==> config.mk <==
export PLATFORM = sky130hd
export DESIGN_NAME = uart_result_tx
export DESIGN_NICKNAME = d
export VERILOG_FILES = /design/src/rtl/uart_result_tx.sv
export SDC_FILE = /design/constraint.sdc
export NUM_CORES = 1
export LEC_CHECK = 0
export ABC_AREA = 1
export CAP_MARGIN = 0
export CELL_PAD_IN_SITES_DETAIL_PLACEMENT = 1
export CELL_PAD_IN_SITES_GLOBAL_PLACEMENT = 1
export CORE_MARGIN = 2
export CORE_UTILIZATION = 39
export CTS_CLUSTER_SIZE = 25
export DETAILED_ROUTE_END_ITERATION = 12
export PLACE_DENSITY = 0.91
export SYNTH_ARGS = -nofsm -noshare
export SYNTH_HDL_FRONTEND = slang
export SYNTH_SLANG_ARGS = --single-unit
==> constraint.sdc <==
create_clock -name clk -period 5.65 [get_ports clk]
set_clock_uncertainty 0.05 [all_clocks]
set_input_delay 1.13 -clock clk [delete_from_list [all_inputs] [get_ports clk]]
set_output_delay 1.13 -clock clk [all_outputs]
set_load 0.01 [all_outputs]
==> src/rtl/uart_result_tx.sv <==
// Serialises a 13-byte {ack, a, b, result} response frame onto a UART line.
// 8N1 framing, MSB byte of each word first, data bits LSB first.
module uart_result_tx #(
    parameter int CLKS_PER_BIT = 868,
    parameter int NUM_BYTES    = 13
) (
    input  logic        clk,
    input  logic        reset,
    input  logic        start,
    input  logic [5:0]  ack_code,
    input  logic [31:0] a,
    input  logic [31:0] b,
    input  logic [31:0] result,
    output logic        busy,
    output logic        done,
    output logic        tx
);

    typedef enum logic [2:0] {
        IDLE,
        START_BIT,
        DATA_BITS,
        STOP_BIT,
        FINISH
    } state_t;

    localparam logic [15:0] BAUD_LAST = 16'(CLKS_PER_BIT - 1);
    localparam logic [3:0]  LAST_BYTE = 4'(NUM_BYTES - 1);

    state_t       state;
    logic [15:0]  baud_cnt;
    logic [2:0]   bit_idx;
    logic [3:0]   byte_idx;
    logic [101:0] payload;

    logic [103:0] frame;
    logic [3:0]   byte_rev;
    logic [7:0]   cur_byte;
    logic [2:0]   next_bit;
    logic         bit_end;

    // Byte 0 lives in the top of the frame word, so index from the top.
    assign frame    = {2'b00, payload};
    assign byte_rev = LAST_BYTE - byte_idx;
    assign cur_byte = frame[{byte_rev, 3'b000} +: 8];
    assign next_bit = bit_idx + 3'd1;
    assign bit_end  = (baud_cnt == BAUD_LAST);

    always_ff @(posedge clk or posedge reset) begin
        if (reset) begin
            state    <= IDLE;
            tx       <= 1'b1;
            busy     <= 1'b0;
            done     <= 1'b0;
            baud_cnt <= '0;
            bit_idx  <= '0;
            byte_idx <= '0;
            payload  <= '0;
        end else begin
            done <= 1'b0;
            unique case (state)
                IDLE: begin
                    if (start) begin
                        payload  <= {ack_code, a, b, result};
                        byte_idx <= '0;
                        bit_idx  <= '0;
                        baud_cnt <= '0;
                        tx       <= 1'b0;
                        busy     <= 1'b1;
                        state    <= START_BIT;
                    end
                end
                START_BIT: begin
                    if (bit_end) begin
                        baud_cnt <= '0;
                        bit_idx  <= '0;
                        tx       <= cur_byte[0];
                        state    <= DATA_BITS;
                    end else begin
                        baud_cnt <= baud_cnt + 16'd1;
                    end
                end
                DATA_BITS: begin
                    if (bit_end) begin
                        baud_cnt <= '0;
                        if (bit_idx == 3'd7) begin
                            tx    <= 1'b1;
                            state <= STOP_BIT;
                        end else begin
                            bit_idx <= next_bit;
                            tx      <= cur_byte[next_bit];
                        end
                    end else begin
                        baud_cnt <= baud_cnt + 16'd1;
                    end
                end
                STOP_BIT: begin
                    if (bit_end) begin
                        baud_cnt <= '0;
                        if (byte_idx < LAST_BYTE) begin
                            byte_idx <= byte_idx + 4'd1;
                            tx       <= 1'b0;
                            state    <= START_BIT;
                        end else begin
                            tx    <= 1'b1;
                            busy  <= 1'b0;
                            done  <= 1'b1;
                            state <= FINISH;
                        end
                    end else begin
                        baud_cnt <= baud_cnt + 16'd1;
                    end
                end
                FINISH: begin
                    state <= IDLE;
                end
                default: begin
                    state <= IDLE;
                end
            endcase
        end
    end

endmodule

==> metrics.md, run 1 <==
| Metric | Value |
|---|---|
| Status | `complete, no violations` |
| Total CTS buffers | `17` |
| Fmax | `0.267 GHz` |
| Clock-pin slew on the worst setup and hold paths | `0.06 ns` |
| Number of remaining DRC errors | `0` |
| Overflow after GRT | `0` |
| Die Wd | `134 µm` |
| Routed WL | `19900 µm` |
| Worst min path class | `register to register` |
| Fin. max-slew vios | `0` |
| CP max stage cell | `ha_1` |
| CP arrival | `4.06 ns` |
| Main synth FF type | `dfrtp_1` |
| Maximum root-to-sink buffer count | `2` |
| Global Route Usage Sum | `23.7%` |
| Starting Density | `39.7%` |
| Final setup viols | `0` |
| Max_cap viols | `0` |
| Flop pwr share | `41.9%` |
| Setup crit start kind | `register` |
| DR vias | `6128` |
| Post-synthesis sequential area ratio | `49.9%` |
| Ports | `108` |
| Int Pwr | `1790 µW` |
| Maximum fanout along the worst path | `53` |
| Worst-Margin Slew | `1.03 ns` |
| Layout cell share with drive strength beyond 1 | `6.79%` |
| Max incr delay on CP | `0.99 ns` |
| CTS Hold Bufs | `0` |
| Sink Count | `131` |
| Clock root buffer | `clkbuf_16` |
| P_sw | `456 µW` |
| WP data required | `5.97 ns` |
| Comb power frac | `4.3%` |
| Slew margin rel. | `31.2%` |
| Syn Area/Cell | `7.56 µm²` |
| First-pass GRT wire length | `33100 µm` |
| Number of vias per cell | `5.14` |
| Syn-to-layout area delta | `27.8%` |
| Die ar. | `17900 µm²` |
| Cell leakage power | `0.00405 µW` |
| Switching Share | `20.3%` |
| Fin crit period | `3.74 ns` |
| DR WL/cell | `16.7 µm` |
| Number of H-tree levels | `4` |
| Final net count | `1069` |
| Number of DRC markers in iteration 0 | `385` |
| Final setup margin | `1.91 ns` |
| Core area | `16500 µm²` |
| Final HPWL DP | `12900 µm` |
| RSZ-0062 raised after global routing | `no` |
| Placed cell count | `1160` |
| Routability-driven placement congestion ratio | `0.848` |
| Final setup TNS | `0 ns` |
| Largest net degree at the start of global routing | `132` |
| Final hold violation count | `0` |
| Remaining antenna violation count | `0` |
| CTS tree | `built` |
| Area fraction of the dominant cell type after synthesis | `49.5%` |
| Placement Setup Slack | `1.77 ns` |
| Critical path endpoint category | `register` |
| Cell variety after synth | `39` |
| Yosys top cell by area | `dfrtp_1` |
| Async SR Flop Fraction | `100%` |
| Post-CTS setup buffer count | `0` |
| Later-pin clock latency in the skew report | `0.43 ns` |
| TritonRoute pass-1 iters | `5` |
| Synth Instances | `868` |
| Crit Path Category | `register to register` |
| Initial antenna violation count | `0` |
| Number of I/O port buffers | `107` |
| Die Span Y | `134 µm` |
| CP Cell Sequence | `buf_4 > inv_2 > ha_1 > inv_2 > a21oi_1 > o21ai_0 > nand3_1 > nand2_1 > nand3_1 > nand3_1 > nand3_1 > nand3_1 > nand2_1 > nand2_1 > nand2_1 > nand2_1` |
| Most area-consuming cells after synthesis | `dfrtp_1 (50%), nand2_1 (22%), nand3_1 (8.0%), inv_1 (3.5%), o21ai_0 (3.4%)` |
| ANT cells | `0` |
| Syn. warnings | `0` |
| Max VDD drop | `0.217 mV` |
| EDFF count, synth | `0` |
| Pwr dens | `267 nW/µm²` |
| Syn_nets | `978` |
| Syn Std Cell Area | `6570 µm²` |
| Clock power share | `53.8%` |
| Cell Count, Final, Fillers Out | `1192` |
| Number of global-route vias before repair | `6677` |
| # rows | `47` |
| Synth Register Bits | `131` |
| CTS resizes | `0` |
| Final worst path period share | `66.2%` |
==> cells in the mapped netlist, drive strengths merged (2+ instances only) <==
library cell,number
ha,5
inv,68
nor2,23
clkbuf,13
nand2,395
o21ai,45
nand3,106
nor3,11
nor4,4
dfrtp,130
nand4,5
a21oi,21
buf,27
o21a,3
clkinv,2
==> sequential cells by signal (all words and copies together), names as in the netlist <==
register / flops
state: 3
busy: 1
done: 1
baud_cnt: 16
tx: 1
byte_idx: 4
bit_idx: 3
payload: 102
==> path summary, 6_finish.rpt <==
kind,slack (ns),cells after the start,to,start
setup / recovery,1.91,16,tx$_DFFE_PP1P_,byte_idx[0]$_DFFE_PP0P_
hold / removal,0.42,2,tx$_DFFE_PP1P_,tx$_DFFE_PP1P_
setup reg to reg,1.91,16,tx$_DFFE_PP1P_,byte_idx[0]$_DFFE_PP0P_
hold reg to reg,0.42,2,tx$_DFFE_PP1P_,tx$_DFFE_PP1P_
max in group asynchronous,3.84,3,payload[100]$_DFFE_PP0P_,reset
min in group asynchronous,1.17,3,payload[28]$_DFFE_PP0P_,reset
==> kinds of logic after synthesis <==
family / share of synthesized area, %
AND/OR/NAND/NOR: 35.4
flip-flops: 49.9
buffers and inverters: 7.36
AO/OA/AOI/OAI: 6.17
adder cells (fa/ha/maj): 0.953
multiplexers: 0.171
==> area by class of cell <==
type | count | area [µm²]
repair buffers | 112 | 1120
flip-flops and latches | 131 | 3280
multi-input cells | 627 | 2800
clock buffers | 23 | 488
well taps | 220 | 275
inverters | 70 | 272
clock inverters | 9 | 150
fillers | 2013 | 8140
==> metrics by stage <==
step	util, %	power (µW)	hold WS, ns	area, µm²
6_report	50.8	2240	0.423	8390
5_1_grt	50.8	2300	0.443	8390
4_1_cts	50.8	2260	0.430	8390
3_5_place_dp	46.9	1050	0.417	7750
2_1_floorplan	-	969	0.399	6570
3_3_place_gp	46.9	1050	0.414	7750
==> power groups by stage <==
| stage | sequential [µW] | clock [µW] | combinational (µW) |
|---|---|---|---|
| finish | 939 | 1210 | 96.1 |
| global route | 938 | 1260 | 104 |
| CTS | 939 | 1220 | 98.2 |
| detailed placement | 955 | 0 | 97.5 |
| global placement | 955 | 0 | 97.9 |
| floorplan | 956 | 0 | 13.6 |
==> per-layer routing <==
metal	vias to the layer above	global-route usage (%)	share of wire, %
met5	-	0	0
met2	157	41.3	51
met3	40	5.25	4.4
met4	0	9.22	2.6
met1	3002	28.7	42
li1	2929	-	-
==> worst max-delay path: cells and delay by family, from the launching register on <==
family / cells / cell delay, ns
buffers and inverters: 3 / 1.04
adders and majority gates: 1 / 0.99
and+or+nand+nor: 10 / 0.85
AOI/OAI and AO/OA: 2 / 0.42
DFF: 1 / 0.32
==> cells in the final DEF (no fill, tap or decap), types with 4 or more instances in the layout <==
cell,Yosys,routed
nor2_4,4,4
inv_2,5,4
dfrtp_1,130,130
ha_1,5,5
nand2_2,6,6
nor3_1,9,9
clkinv_2,0,4
clkbuf_8,0,4
clkbuf_16,0,17
nand3_1,105,105
nor2_1,16,16
a21oi_1,21,21
nand4_1,5,5
clkdlybuf4s50_1,0,107
nand2_1,387,387
bufinv_16,0,4
o21ai_0,45,45
buf_4,7,4
inv_1,61,60
(Power assumes the default switching activity.)
==> run 2, diff against run 1 <==
CORE_UTILIZATION = 35   (was 39)
PLACE_DENSITY = 0.87   (was 0.91)
clock period = 3.4 ns   (was 5.65 ns; I/O delays follow)
==> run 2 against run 1 <==
Net effect:
- power increased by 59%
- count of clock-buffer cells in the layout decreased by 4
- global-route usage shrank 2.5 points
- sequential power is 66% higher
- cell area rose by 0.30%
- critical endpoint is now baud_cnt[6]$_DFFE_PP0P_
- highest routed layer unchanged
==> metrics.md, run 2 (same netlist as run 1, synthesis figures left out) <==
| Metric | Value |
|---|---|
| Top flop regs | `payload x102, baud_cnt x16, byte_idx x4` |
| Fill cells | `2281 (+13%)` |
| Largest net degree at the start of global routing | `73 (-45%)` |
| Ports | `108 (unchanged)` |
| Crit Path Category | `register to register` |
| Final HPWL DP | `13500 µm (+4.1%)` |
| Starting Density | `35.3% (-4.4 points)` |
| Critical path launch point | `baud_cnt[0]$_DFFE_PP0P_` |
| Layout cell share with drive strength beyond 1 | `7.38% (+0.59 points)` |
| Setup crit start kind | `register` |
| Maximum root-to-sink buffer count | `2 (unchanged)` |
| ANT cells | `0 (unchanged)` |
| TritonRoute pass-1 iters | `5 (unchanged)` |
| Number of global-route vias before repair | `6560 (-1.8%)` |
| Cell leakage power | `0.00406 µW (about the same)` |
| Max_cap viols | `0 (unchanged)` |
| Worst R2R Start | `baud_cnt[0]$_DFFE_PP0P_` |
| Routed WL | `19700 µm (-0.92%)` |
| Crit Reg-Reg Endpoint | `baud_cnt[6]$_DFFE_PP0P_` |
| Total CTS buffers | `17 (unchanged)` |
| Maximum fanout along the worst path | `12 (-77%)` |
| Worst-Margin Slew | `0.782 ns (-0.250 ns)` |
| Min-delay src | `payload[29]$_DFFE_PP0P_` |
| Clock root buffer | `clkbuf_16` |
| Worst Hold End | `payload[29]$_DFFE_PP0P_` |
| CP arrival | `2.77 ns (-1.29 ns)` |
| Final setup TNS | `0 ns (unchanged)` |
| Post-DP Area | `7830 µm² (+0.97%)` |
| Number of H-tree levels | `4 (unchanged)` |
| Remaining antenna violation count | `0 (unchanged)` |
| Worst min path class | `register to register` |
| Clock-pin slew on the worst setup and hold paths | `0.06 ns (about the same)` |
| CTS Hold Bufs | `0 (unchanged)` |
| Overflow after GRT | `0 (unchanged)` |
| CTS tree | `built` |
| Most common cell after layout, fill and taps aside | `nand2_1` |
| CP max stage cell | `nor2_2` |
| Final worst path period share | `73.9% (+7.7 points)` |
| Routability-driven placement congestion ratio | `0.896 (+5.7%)` |
| Number of flip-flops under the largest register name | `102 (unchanged)` |
| Die Wd | `141 µm (+5.4%)` |
| Max VDD drop | `0.340 mV (+57%)` |
| Later-pin clock latency in the skew report | `0.43 ns (about the same)` |
| Core area | `18600 µm² (+12%)` |
| Max incr delay on CP | `0.49 ns (-0.50 ns)` |
| # rows | `50 (+6.4%)` |
| First-pass GRT wire length | `33100 µm (unchanged)` |
| Most frequent cells in the layout | `nand2_1 (387), dfrtp_1 (130), clkdlybuf4s50_1 (107)` |
| Critical path endpoint category | `register` |
| Sink Count | `131 (unchanged)` |
| Slew margin rel. | `47.7% (+17 points)` |
| WP data required | `3.66 ns (-2.31 ns)` |
| DR vias | `6069 (-0.96%)` |
| Final setup viols | `0 (unchanged)` |
| Reg2Reg Depth | `10 (-6)` |
| Number of remaining DRC errors | `0 (unchanged)` |
| DR WL/cell | `16.3 µm (-2.4%)` |
| Number of vias per cell | `5.02 (-2.4%)` |
| Placed cell count | `1178 (+1.6%)` |
| Number of I/O port buffers | `107 (unchanged)` |
| Syn-to-layout area delta | `28.1%` |
| Fin. max-slew vios | `0 (unchanged)` |
| Cell Count, Final, Fillers Out | `1210 (+1.5%)` |
| Fin crit period | `2.51 ns (-1.23 ns)` |
| Pwr dens | `423 nW/µm² (+59%)` |
| Bufs and invs on worst path | `2 (-1)` |
| Largest Register | `payload` |
| CP Cell Sequence | `ha_1 > inv_1 > nor3_1 > nand4_1 > nand2_1 > nand2_1 > nor2_2 > inv_1 > o21ai_0 > a21oi_1` |
| Die Span Y | `141 µm (+5.4%)` |
| RSZ-0062 raised after global routing | `no` |
| Status | `complete, no violations` |
| Final design area excluding fillers | `8410 µm² (+0.30%)` |
| Top delay family on crit path | `simple AND/OR/NAND/NOR gates` |
| Internal reg-to-reg setup slack | `0.89 ns (-1.02 ns)` |
| Fmax | `0.398 GHz (+49%)` |
| Die ar. | `19900 µm² (+11%)` |
| Initial antenna violation count | `0 (unchanged)` |
| CTS resizes | `0 (unchanged)` |
| Worst Hold Path Cells | `2 (unchanged)` |
| Final net count | `1073 (+0.37%)` |
| Post-CTS setup buffer count | `0 (unchanged)` |
| Final hold violation count | `0 (unchanged)` |
| Global Route Usage Sum | `21.2% (-2.5 points)` |
| Number of DRC markers in iteration 0 | `341 (-11%)` |
==> run 2: cell count changes in the layout (fill, tap and decap cells not counted) <==
cell	change
clkinv_4	+4
buf_12	+2
buf_4	+2
bufinv_16	-2
clkbuf_1	-2
clkbuf_8	-2
clkinv_2	+1
clkinvlp_4	+1
==> run 2: worst max-delay path by stage <==
stage	to	slack [ns]	cells after the start
after floorplan	baud_cnt[0]$_DFFE_PP0P_	1.05	1
after global placement	baud_cnt[11]$_DFFE_PP0P_	0.79	8
after detailed placement	baud_cnt[11]$_DFFE_PP0P_	0.71	8
after CTS	tx$_DFFE_PP1P_	0.91	15
after global routing	tx$_DFFE_PP1P_	0.67	15
final	baud_cnt[6]$_DFFE_PP0P_	0.89	10
==> run 2: tightest hold or removal path, cell delays in order (launching register included) <==
cell,delay (ns)
dfrtp_1,0.34
nand2_1,0.05
nand2_1,0.05
==> run 2: through the flow <==
stage | power, µW | hold slack (ns) | worst slack (ns) | util (%)
5_1_grt | 3690 | 0.443 | 0.672 | 45.3
4_1_cts | 3590 | 0.432 | 0.913 | 45.3
2_1_floorplan | 1610 | 0.399 | 1.05 | -
3_3_place_gp | 1750 | 0.412 | 0.787 | 42.1
6_report | 3560 | 0.426 | 0.888 | 45.3
3_5_place_dp | 1750 | 0.416 | 0.705 | 42.1
==> run 2: final cells by class <==
cell class | count | area (µm²) | area share (%)
flip-flops and latches | 131 | 3280 | 39.0
multi-input cells | 627 | 2800 | 33.3
repair buffers | 116 | 1180 | 14.0
clock buffers | 19 | 453 | 5.38
well taps | 234 | 293 | 3.48
inverters | 70 | 274 | 3.26
clock inverters | 13 | 135 | 1.61
==> run 2: routing by layer <==
| metal | GRT usage (%) | vias to the layer above | share of wire, % |
|---|---|---|---|
| li1 | - | 2939 | - |
| met5 | 0 | - | 0 |
| met2 | 35.5 | 163 | 50 |
| met1 | 27.7 | 2939 | 44 |
| met3 | 4.31 | 28 | 4.4 |
| met4 | 6.68 | 0 | 1.8 |
==> run 2: report_power, final <==
part	internal [µW]	switching, µW	total (µW)
registers	1560	0	1560
logic	109	55.4	164
clock network	1110	725	1840
total	2780	780	3560
